[src/rtl/multi_timer_pkg.sv]
// multi_timer_pkg: register map, control/status bit indices and control type
package multi_timer_pkg;
  localparam logic [2:0] REG_CNT = 3'd0;
  localparam logic [2:0] REG_ARR = 3'd1;
  localparam logic [2:0] REG_CTRL = 3'd2;
  localparam logic [2:0] REG_PSC = 3'd3;
  localparam logic [2:0] REG_CMP = 3'd4;
  localparam logic [2:0] REG_STAT = 3'd5;
  localparam int CTRL_EN = 0;
  localparam int CTRL_DIR = 1;
  localparam int CTRL_ARM = 2;
  localparam int CTRL_UIE = 3;
  localparam int CTRL_CIE = 4;
  localparam int STAT_UIF = 0;
  localparam int STAT_CCIF = 1;
  localparam int STAT_EN = 2;
  typedef struct packed {
    logic cie;
    logic uie;
    logic arm;
    logic dir;
    logic en;
  } ctrl_t;
endpackage

[src/rtl/timer_channel.sv]
// timer_channel: one prescaled up/down counter with shadowed reload, compare and W1C flags
module timer_channel
  import multi_timer_pkg::*;
#(
  parameter int CNT_W = 32,
  parameter int PSC_W = 16
) (
  input  logic             clk,
  input  logic             arst,
  input  logic             wr_arr,
  input  logic             wr_ctrl,
  input  logic             wr_psc,
  input  logic             wr_cmp,
  input  logic             wr_stat,
  input  logic [CNT_W-1:0] wr_data,
  input  logic [2:0]       sel,
  output logic [31:0]      rd_val,
  output logic             irq_req
);
  ctrl_t ctrl;
  logic [PSC_W-1:0] psc, psc_cnt;
  logic [CNT_W-1:0] cnt, cnt_next, arr_sh, arr_act, cmp;
  logic uif, ccif, tick, upd, hit, en_rise;
  logic [31:0] stat;
  always_comb begin
    tick = ctrl.en && psc_cnt == psc;
    upd = tick && (ctrl.dir ? cnt == '0 : cnt == arr_act);
    hit = tick && cnt == cmp;
    en_rise = wr_ctrl && wr_data[CTRL_EN] && !ctrl.en;
    cnt_next = en_rise ? (wr_data[CTRL_DIR] ? arr_sh : '0) :
               !tick ? cnt :
               upd ? (!ctrl.arm ? cnt : ctrl.dir ? arr_act : '0) :
               ctrl.dir ? cnt - 1'b1 : cnt + 1'b1;
    stat = '0;
    stat[STAT_UIF] = uif;
    stat[STAT_CCIF] = ccif;
    stat[STAT_EN] = ctrl.en;
    rd_val = sel == REG_CNT  ? 32'(cnt) :
             sel == REG_ARR  ? 32'(arr_sh) :
             sel == REG_CTRL ? 32'(ctrl) :
             sel == REG_PSC  ? 32'(psc) :
             sel == REG_CMP  ? 32'(cmp) :
             sel == REG_STAT ? stat : '0;
    irq_req = (uif && ctrl.uie) || (ccif && ctrl.cie);
  end
  always_ff @(posedge clk or posedge arst) begin
    if (arst) begin
      ctrl <= '0;
      psc <= '0;
      psc_cnt <= '0;
      cnt <= '0;
      arr_sh <= '0;
      arr_act <= '0;
      cmp <= '0;
      uif <= 1'b0;
      ccif <= 1'b0;
    end else begin
      cnt <= cnt_next;
      psc_cnt <= (en_rise || tick) ? '0 : psc_cnt + PSC_W'(ctrl.en);
      if (!ctrl.en || upd) arr_act <= arr_sh;
      if (wr_arr) arr_sh <= wr_data;
      if (wr_psc) psc <= wr_data[PSC_W-1:0];
      if (wr_cmp) cmp <= wr_data;
      if (wr_ctrl) ctrl <= '{cie: wr_data[CTRL_CIE], uie: wr_data[CTRL_UIE], arm: wr_data[CTRL_ARM],
                            dir: wr_data[CTRL_DIR], en: wr_data[CTRL_EN]};
      else if (upd && !ctrl.arm) ctrl.en <= 1'b0;
      uif <= upd || (uif && !(wr_stat && wr_data[STAT_UIF]));
      ccif <= hit || (ccif && !(wr_stat && wr_data[STAT_CCIF]));
    end
  end
endmodule

[src/rtl/multi_timer.sv]
// multi_timer: NUM_CH timer channels behind one slot port with decode, errors and merged irq
module multi_timer
  import multi_timer_pkg::*;
#(
  parameter int NUM_CH = 4,
  parameter int CNT_W = 32,
  parameter int PSC_W = 16,
  localparam int ADDR_W = $clog2(NUM_CH) + 3
) (
  input  logic              clk,
  input  logic              arst,
  input  logic              chip_select,
  input  logic              read,
  input  logic              write,
  input  logic [ADDR_W-1:0] addr,
  input  logic [31:0]       wr_data,
  output logic [31:0]       rd_data,
  output logic              rd_done,
  output logic              wr_done,
  output logic              idle,
  output logic              slave_error,
  output logic              decode_error,
  output logic              irq
);
  logic [31:0] ch, rd_mux;
  logic [2:0] sel;
  logic acc, wr, rd, wr_ok;
  logic [31:0] rd_val [NUM_CH];
  logic [NUM_CH-1:0] irq_req;
  always_comb begin
    sel = addr[2:0];
    ch = 32'(addr >> 3);
    acc = chip_select && (read || write);
    wr = chip_select && write;
    rd = chip_select && read && !write;
    decode_error = acc && (ch >= NUM_CH || sel > REG_STAT);
    slave_error = wr && !decode_error && sel == REG_CNT;
    wr_ok = wr && !decode_error && !slave_error;
    rd_mux = '0;
    for (int i = 0; i < NUM_CH; i++) if (ch == i) rd_mux = rd_val[i];
    rd_done = rd;
    rd_data = (rd && !decode_error) ? rd_mux : '0;
  end
  for (genvar c = 0; c < NUM_CH; c++) begin : g_ch
    timer_channel #(.CNT_W(CNT_W), .PSC_W(PSC_W)) u_ch (
      .clk(clk),
      .arst(arst),
      .wr_arr(wr_ok && ch == c && sel == REG_ARR),
      .wr_ctrl(wr_ok && ch == c && sel == REG_CTRL),
      .wr_psc(wr_ok && ch == c && sel == REG_PSC),
      .wr_cmp(wr_ok && ch == c && sel == REG_CMP),
      .wr_stat(wr_ok && ch == c && sel == REG_STAT),
      .wr_data(wr_data[CNT_W-1:0]),
      .sel(sel),
      .rd_val(rd_val[c]),
      .irq_req(irq_req[c])
    );
  end
  always_ff @(posedge clk or posedge arst) begin
    if (arst) begin
      wr_done <= 1'b0;
      idle <= 1'b1;
      irq <= 1'b0;
    end else begin
      wr_done <= wr;
      idle <= !acc;
      irq <= |irq_req;
    end
  end
endmodule

[config.mk]
export PLATFORM = sky130hd
export DESIGN_NAME = multi_timer
export DESIGN_NICKNAME = d
export VERILOG_FILES = /design/src/rtl/multi_timer_pkg.sv /design/src/rtl/timer_channel.sv /design/src/rtl/multi_timer.sv
export SDC_FILE = /design/constraint.sdc
export NUM_CORES = 2
export LEC_CHECK = 0
export BUFFER_PORTS_ARGS = -buffer_cell sky130_fd_sc_hd__buf_2
export CAP_MARGIN = 20
export CORE_ASPECT_RATIO = 2
export CORE_MARGIN = 3
export CORE_UTILIZATION = 53
export DETAILED_ROUTE_END_ITERATION = 6
export PLACE_DENSITY = 0.72
export SKIP_LAST_GASP = 1
export SLEW_MARGIN = 25
export SYNTH_ARGS = -nofsm -noshare
export SYNTH_HDL_FRONTEND = slang
export SYNTH_HIERARCHICAL = 1
export SYNTH_SLANG_ARGS = --single-unit
[constraint.sdc]
create_clock -name clk -period 4.7 [get_ports clk]
set_clock_uncertainty 0.15 [all_clocks]
set_input_delay 0 -clock clk [delete_from_list [all_inputs] [get_ports clk]]
set_output_delay 0 -clock clk [all_outputs]
set_load 0.02 [all_outputs]
* Yosys cells after proc, flatten, opt, wreduce, memory -nomap -nowiden
Cells that the tools add are included.
W data, S select, Z words.
** Storage, ports and cells
- Bits in registers :: 671
- Bits in latches :: 0
- Bits in writable memories :: 0
- Bits in read-only memories :: 0
- Bits of input ports :: 42
- Output and inout port bits :: 38
- Logic and storage cells :: 308
- Memories :: 0
** Cells by class
- Add/sub/neg operators :: 12
- $mul :: 0
- Divide/modulo/power cells :: 0
- $lt $le $gt $ge :: 2
- Equality and inequality tests :: 24
- Shifts and indexed selects :: 0
- Mux-type cells :: 73
- Bitwise operators :: 0
- Reduce and logical (&&, ||, !) cells :: 142
** Operator list (count)
- $mux W32 :: 53
- $eq A32 B32 Y1 :: 8
- $logic_not A32 Y1 :: 5
- $add A32 B1 Y32 const B :: 4
- $sub A32 B1 Y32 const B :: 4
- $logic_and A1 B1 Y1 :: 81
- $add A16 B1 Y16 :: 4
- $eq A16 B16 Y1 :: 4
- $mux W16 :: 4
- $logic_or A1 B1 Y1 :: 22
- $logic_not A1 Y1 :: 20
- $reduce_bool A2 Y1 :: 8
- $mux W1 :: 12
- $mux W3 :: 4
- $ne A3 B2 Y1 const B :: 4
- $reduce_and A2 Y1 :: 4
- $eq A3 B2 Y1 const B :: 2
- $eq A3 B3 Y1 const B :: 2
- $eq A2 B2 Y1 const B :: 2
- $reduce_or A4 Y1 :: 1
- $eq A3 B1 Y1 const B :: 1
- $ge A2 B3 Y1 const B :: 1
- $gt A3 B3 Y1 const B :: 1
- $logic_not A3 Y1 :: 1
- $eq A2 B1 Y1 const B :: 1

* Longest topological paths before layout
- Depth in word-level cells :: 14
- Depth in mapped cells :: 14
- Depth with buffers taken out :: 10

* Cells and area by module
The synthesis kept the hierarchy.
** Modules (own cells, without submodules)
- timer_channel (g_ch[1].u_ch) :: instances 1, cells an instance 1161, area each 10822.9 um2, sequential area each 4179.0 um2
- timer_channel (g_ch[0].u_ch) :: instances 1, cells an instance 1128, area each 10649.0 um2, sequential area each 4179.0 um2
- timer_channel (g_ch[3].u_ch) :: instances 1, cells an instance 1133, area each 10622.7 um2, sequential area each 4179.0 um2
- timer_channel (g_ch[2].u_ch) :: instances 1, cells an instance 1129, area each 10537.6 um2, sequential area each 4179.0 um2
- multi_timer :: instances 1, cells an instance 119, area each 1332.5 um2, sequential area each 76.3 um2

* Worst setup path after synthesis
No wires, ideal clock.
- Kind :: reg-to-reg
- Start :: register g_ch[3].u_ch/ctrl[1] (netlist name)
- End :: register g_ch[3].u_ch.cnt[30]
- Library setup time :: 0.134 ns
- Data arrival time :: 3.162 ns
- Required time :: 4.416 ns
- Slack :: 1.254 ns
- Stages on the path, launching flop included :: 11
- Buffers on the path :: 0
- Period minus slack after synthesis :: 3.446 ns
- Path through :: dfrtp_1 -> ha_1 -> a21o_1 -> o21bai_1 -> a31o_2 -> o21ai_0 -> a211oi_1 -> o22ai_1 -> o21ai_0 -> a2111oi_0 -> nor3_1
** On the way
- Word-level cells in the longest chain between the ends :: 5
- Elaborated cells on any way between the ends :: 10
- Classes of those cells :: eq/ne: 1; mux: 7; reduce/logical: 2
** Ends and longest elaborated chain
- start: declaration :: line timer_channel.sv:20 : ctrl_t ctrl;
- start signal: assignment :: line timer_channel.sv:64 : if (wr_ctrl) ctrl <= '{cie: wr_data[CTRL_CIE], uie: wr_data[CTRL_UIE], arm: wr_data[CTRL_ARM],
- $mux W32 or $mux W1 (tied branches) :: line timer_channel.sv:32, timer_channel.sv:27
- $mux W32 or $logic_and A1 B1 Y1 (tied branches) :: line timer_channel.sv:32, timer_channel.sv:27
- $mux W32 :: line timer_channel.sv:32 : upd ? (!ctrl.arm ? cnt : ctrl.dir ? arr_act : '0) :
- $mux W32 :: line timer_channel.sv:31 : !tick ? cnt :
- $mux W32 :: line timer_channel.sv:30 : cnt_next = en_rise ? (wr_data[CTRL_DIR] ? arr_sh : '0) :
- end signal: assignment :: line timer_channel.sv:58 : cnt <= cnt_next;
- end: declaration :: line timer_channel.sv:22 : logic [CNT_W-1:0] cnt, cnt_next, arr_sh, arr_act, cmp;
Several ways; a longest one is shown, not always the timed one. The select of a mux whose other input is x is not followed.
A chain may end at the register's enable or synchronous reset.

* Worst setup path after layout
- Start :: register g_ch[2].u_ch.psc_cnt[12]
- End :: register g_ch[2].u_ch.cnt[18]
** On the way
- Word-level cells in the longest chain between the ends :: 6
- Elaborated cells on any way between the ends :: 9
- Classes of those cells :: eq/ne: 2; mux: 3; reduce/logical: 4
** Ends and longest elaborated chain
- start: declaration :: line timer_channel.sv:21 : logic [PSC_W-1:0] psc, psc_cnt;
- start signal: assignment :: line timer_channel.sv:59 : psc_cnt <= (en_rise || tick) ? '0 : psc_cnt + PSC_W'(ctrl.en);
- $eq A16 B16 Y1 * :: line timer_channel.sv:26 : tick = ctrl.en && psc_cnt == psc;
- $logic_and A1 B1 Y1 * :: line timer_channel.sv:26
- $logic_and A1 B1 Y1 :: line timer_channel.sv:27 : upd = tick && (ctrl.dir ? cnt == '0 : cnt == arr_act);
- $mux W32 :: line timer_channel.sv:32
- $mux W32 :: line timer_channel.sv:31
- $mux W32 :: line timer_channel.sv:30
- end signal: assignment :: line timer_channel.sv:58
- end: declaration :: line timer_channel.sv:22
Every way passes the cells marked *; elsewhere a longest branch is shown, timed or not. The select of a mux whose other input is x is not followed.

==> qor.txt <==
outcome = finished, final reports clean
Power Density = 546.9 mW/mm^2
Via Count = 38060
Synth top area share = 0.3814
DR pass1 iterations = 7
final worst path period need = 3.854 ns
initial antenna violation count = 12
CP endpoint kind = flip-flop
first-pass GRT wire length = 242.5 mm
Setup TNS = 0 ns
final hold violations = 0
leading cell types by total area after synthesis = dfrtp_1 38%, mux2_2 11%, xnor2_1 5.7%
DP Cell Count = 5609
crit-path cells = xor2_1, nor4_1, nand2_1, or4_4, a21oi_4, or2_1, buf_4, nor2_1, nor3b_1
Synth Cell Area = 0.04396 mm^2
worst reg2reg endpoint = g_ch[2].u_ch/cnt[18]
post-synthesis cell type count = 108
Die W = 209.7 um
Worst Path Class, Setup = flip-flop to flip-flop
Core Region = 0.08185 mm^2
# nets final = 4830
Hold Crit Class = input port to asynchronous set/reset pin
VDD IR-drop max = 0.3538 mV
Non-Filler Instances = 5759
die area = 0.08665 mm^2
fraction of layout cells with a size suffix above 1 = 0.1626
final WL = 164.1 mm
Reg2Reg Setup Slack = 0.85 ns
depth of the most critical reg-to-reg path = 9
drt drc = 0
largest area contributor in the synthesized netlist = dfrtp_1
WL/cell = 28.49 um
clock sink total = 671
Least-Margin Pin Slew = 1.032 ns
Setup Buffers After CTS = 0
maximum clock path buffer count = 3
vias in the first global route = 37580
startpoint type of the worst setup path = flip-flop
main flop type after synthesis = dfrtp_1
cts repair resizes = 0
critical path peak fanout = 31
Ys Warns = 6
Critical Path RT = 5.08 ns
asr flop ratio synth = 1.000
CP delay by family, top = simple AND/OR/NAND/NOR gates
die height = 413.3 um
RePlAce Congestion = 1.036
largest net degree at the start of global routing = 168
post-DP HPWL = 120.9 mm
Clock Latency Late Sink = 0.63 ns
Cells after Synth = 4670
leakage power = 0.02124 uW
syn_nets = 4844
Slowest-stage cell, CP = or2_1
Root Buffer Master = clkbuf_16
Worst Path Arrival = 4.23 ns
Clock transition at path regs = 0.07 ns
Max Transition Viols Final = 0
Num CTS Buffers = 56
sum of buffers and inverters on the critical path = 1
FP Rows = 148
initial drt markers = 3877
fmax = 259.4 MHz
final worst-path cycle share = 0.8201
Vias per Instance = 6.609
grt total ovfl = 0
Crit Reg-Reg Startpoint = g_ch[2].u_ch/psc_cnt[12]
I/O pins = 80
relative slew slack = 0.3117
Tot GR Track Use = 0.3719
unrepaired setup endpoints after global routing = false
final setup fails = 0
CTS H-tree depth = 2
Mean Syn Cell Area = 9.414 um^2
post-synthesis sequential area ratio = 0.3820
Starting Density = 0.5371
Max-Cap Viols = 0
Synth Register Bits = 671
number of synthesized flops with an enable pin = 0
Max stage delay on crit path = 0.73 ns
Routed Antenna Nets = 0
port bufs = 79
CTS tree = yes
area grow syn2layout = 8.341%
## stage by stage
stage               hold WS (ns)  cell area (um^2)    util  total power [uW]  worst slack [ns]
global route              0.1630             47610  0.5817             27320            0.6504
finish                    0.1114             47630  0.5820             26050            0.8456
CTS                       0.1235             47600  0.5816             25720            0.8604
global placement         0.01548             45200  0.5522             20340            0.9872
detailed placement      0.003421             45220  0.5525             20490            0.9533
floorplan                -0.3971             43960       -             16600           0.03162
## timing repair
| action | in CTS | in global routing |
|---|---|---|
| setup endpoints to repair | 0 | 0 |
| hold endpoints to repair | 871 | 0 |
| hold buffers | 39 | 0 |
## area by class of cell
type	instances	area [um^2]
fill	7085	34220
multi-input combinational	3630	25670
sequential	671	16790
clock buffer	76	1618
timing repair buffer	193	1423
tap	1050	1314
inverter	104	412.9
clock inverter	25	372.9
antenna	10	25.02
## kinds of logic after synthesis
family | share of synthesized area
mux | 0.1519
simple gates | 0.1519
compound gates | 0.1447
buf+inv | 0.03592
fa+ha+maj | 0.03825
xor+xnor | 0.09540
flops | 0.3820
## cell usage in the layout, fill, tap and decap left out, drive strengths merged, types with 10 or more instances in the layout
cell,Yosys,layout
dfrtp,670,670
nor2,538,538
mux2,414,414
a21oi,391,391
nand2,356,356
xnor2,285,285
o21ai,222,222
xor2,193,193
buf,87,153
ha,128,128
mux2i,119,119
inv,104,104
nand3,95,95
nor4,87,87
nand4,83,83
a31oi,77,77
clkbuf,178,77
and3,75,75
a21o,67,67
nor3,49,49
dlygate4sd3,0,39
a22oi,36,36
mux4,36,36
a221oi,29,29
a211oi,22,22
o21bai,21,21
o211ai,20,20
o21a,20,20
nand2b,18,18
o31ai,18,18
nor2b,16,16
or3,15,15
and2,15,15
o221ai,14,14
a22o,12,12
nor3b,12,12
or4,12,12
or2,12,12
diode,0,10
clkinv,0,10
## synth_stat cells, drive strengths merged, types with 14 or more instances
cell and instances:
nor2b 16, a21o 67, and3 75, a21oi 391, xor2 193, nor2 538, and2 15, o31ai 18
o211ai 20, inv 104, ha 128, o21a 20, mux2i 119, nand4 83, dfrtp 670, a22oi 36
nand3 95, o21ai 222, or3 15, o21bai 21, mux4 36, a211oi 22, o221ai 14, a221oi 29
buf 87, nand2 356, mux2 414, clkbuf 178, nand2b 18, nor3 49, a31oi 77, nor4 87
xnor2 285
## flip-flops by register name, indices dropped and copies added (netlist names), 4 cells and up
register,flops
g_ch.u_ch/ccif,4
g_ch.u_ch/psc_cnt,64
g_ch.u_ch/arr_sh,128
g_ch.u_ch/psc,64
g_ch.u_ch/cmp,128
g_ch.u_ch/cnt,128
g_ch.u_ch/arr_act,128
g_ch.u_ch/ctrl,20
g_ch.u_ch/uif,4
## power breakdown
group,switching [uW],internal (uW)
registers,2440,6980
logic,6650,4780
clock network,2290,2910
total,11400,14700
## worst max-delay path by stage
stage | from | to | cells after the start
detailed placement | g_ch[2].u_ch/psc_cnt[5] | g_ch[2].u_ch/cnt[18] | 9
finish | g_ch[2].u_ch/psc_cnt[12] | g_ch[2].u_ch/cnt[18] | 9
CTS | g_ch[2].u_ch/psc_cnt[12] | g_ch[2].u_ch/cnt[18] | 9
floorplan | arst | g_ch[0].u_ch/arr_act[0] | 1
global route | g_ch[3].u_ch/ctrl[1] | g_ch[3].u_ch/cnt[31] | 12
global placement | g_ch[1].u_ch/ctrl[1] | g_ch[1].u_ch/cnt[26] | 9
## layer usage
| metal | vias up | GRT usage | share of wire | routed length [um] |
|---|---|---|---|---|
| met5 | - | 0 | 0 | 0 |
| met1 | 18610 | 0.4082 | 0.34 | 55230 |
| met3 | 708 | 0.05387 | 0.070 | 11410 |
| met4 | 0 | 0.3441 | 0.12 | 20360 |
| met2 | 2007 | 0.6167 | 0.47 | 77070 |
| li1 | 16740 | - | - | - |
## worst register-to-register path: stages, from the launching register on
cell     delay, ns
dfrtp_1       0.42
xor2_1        0.20
nor4_1        0.36
nand2_1       0.17
or4_4         0.62
a21oi_4       0.35
or2_1         0.73
buf_4         0.47
nor2_1        0.08
nor3b_1       0.22
(Power assumes the default switching activity.)
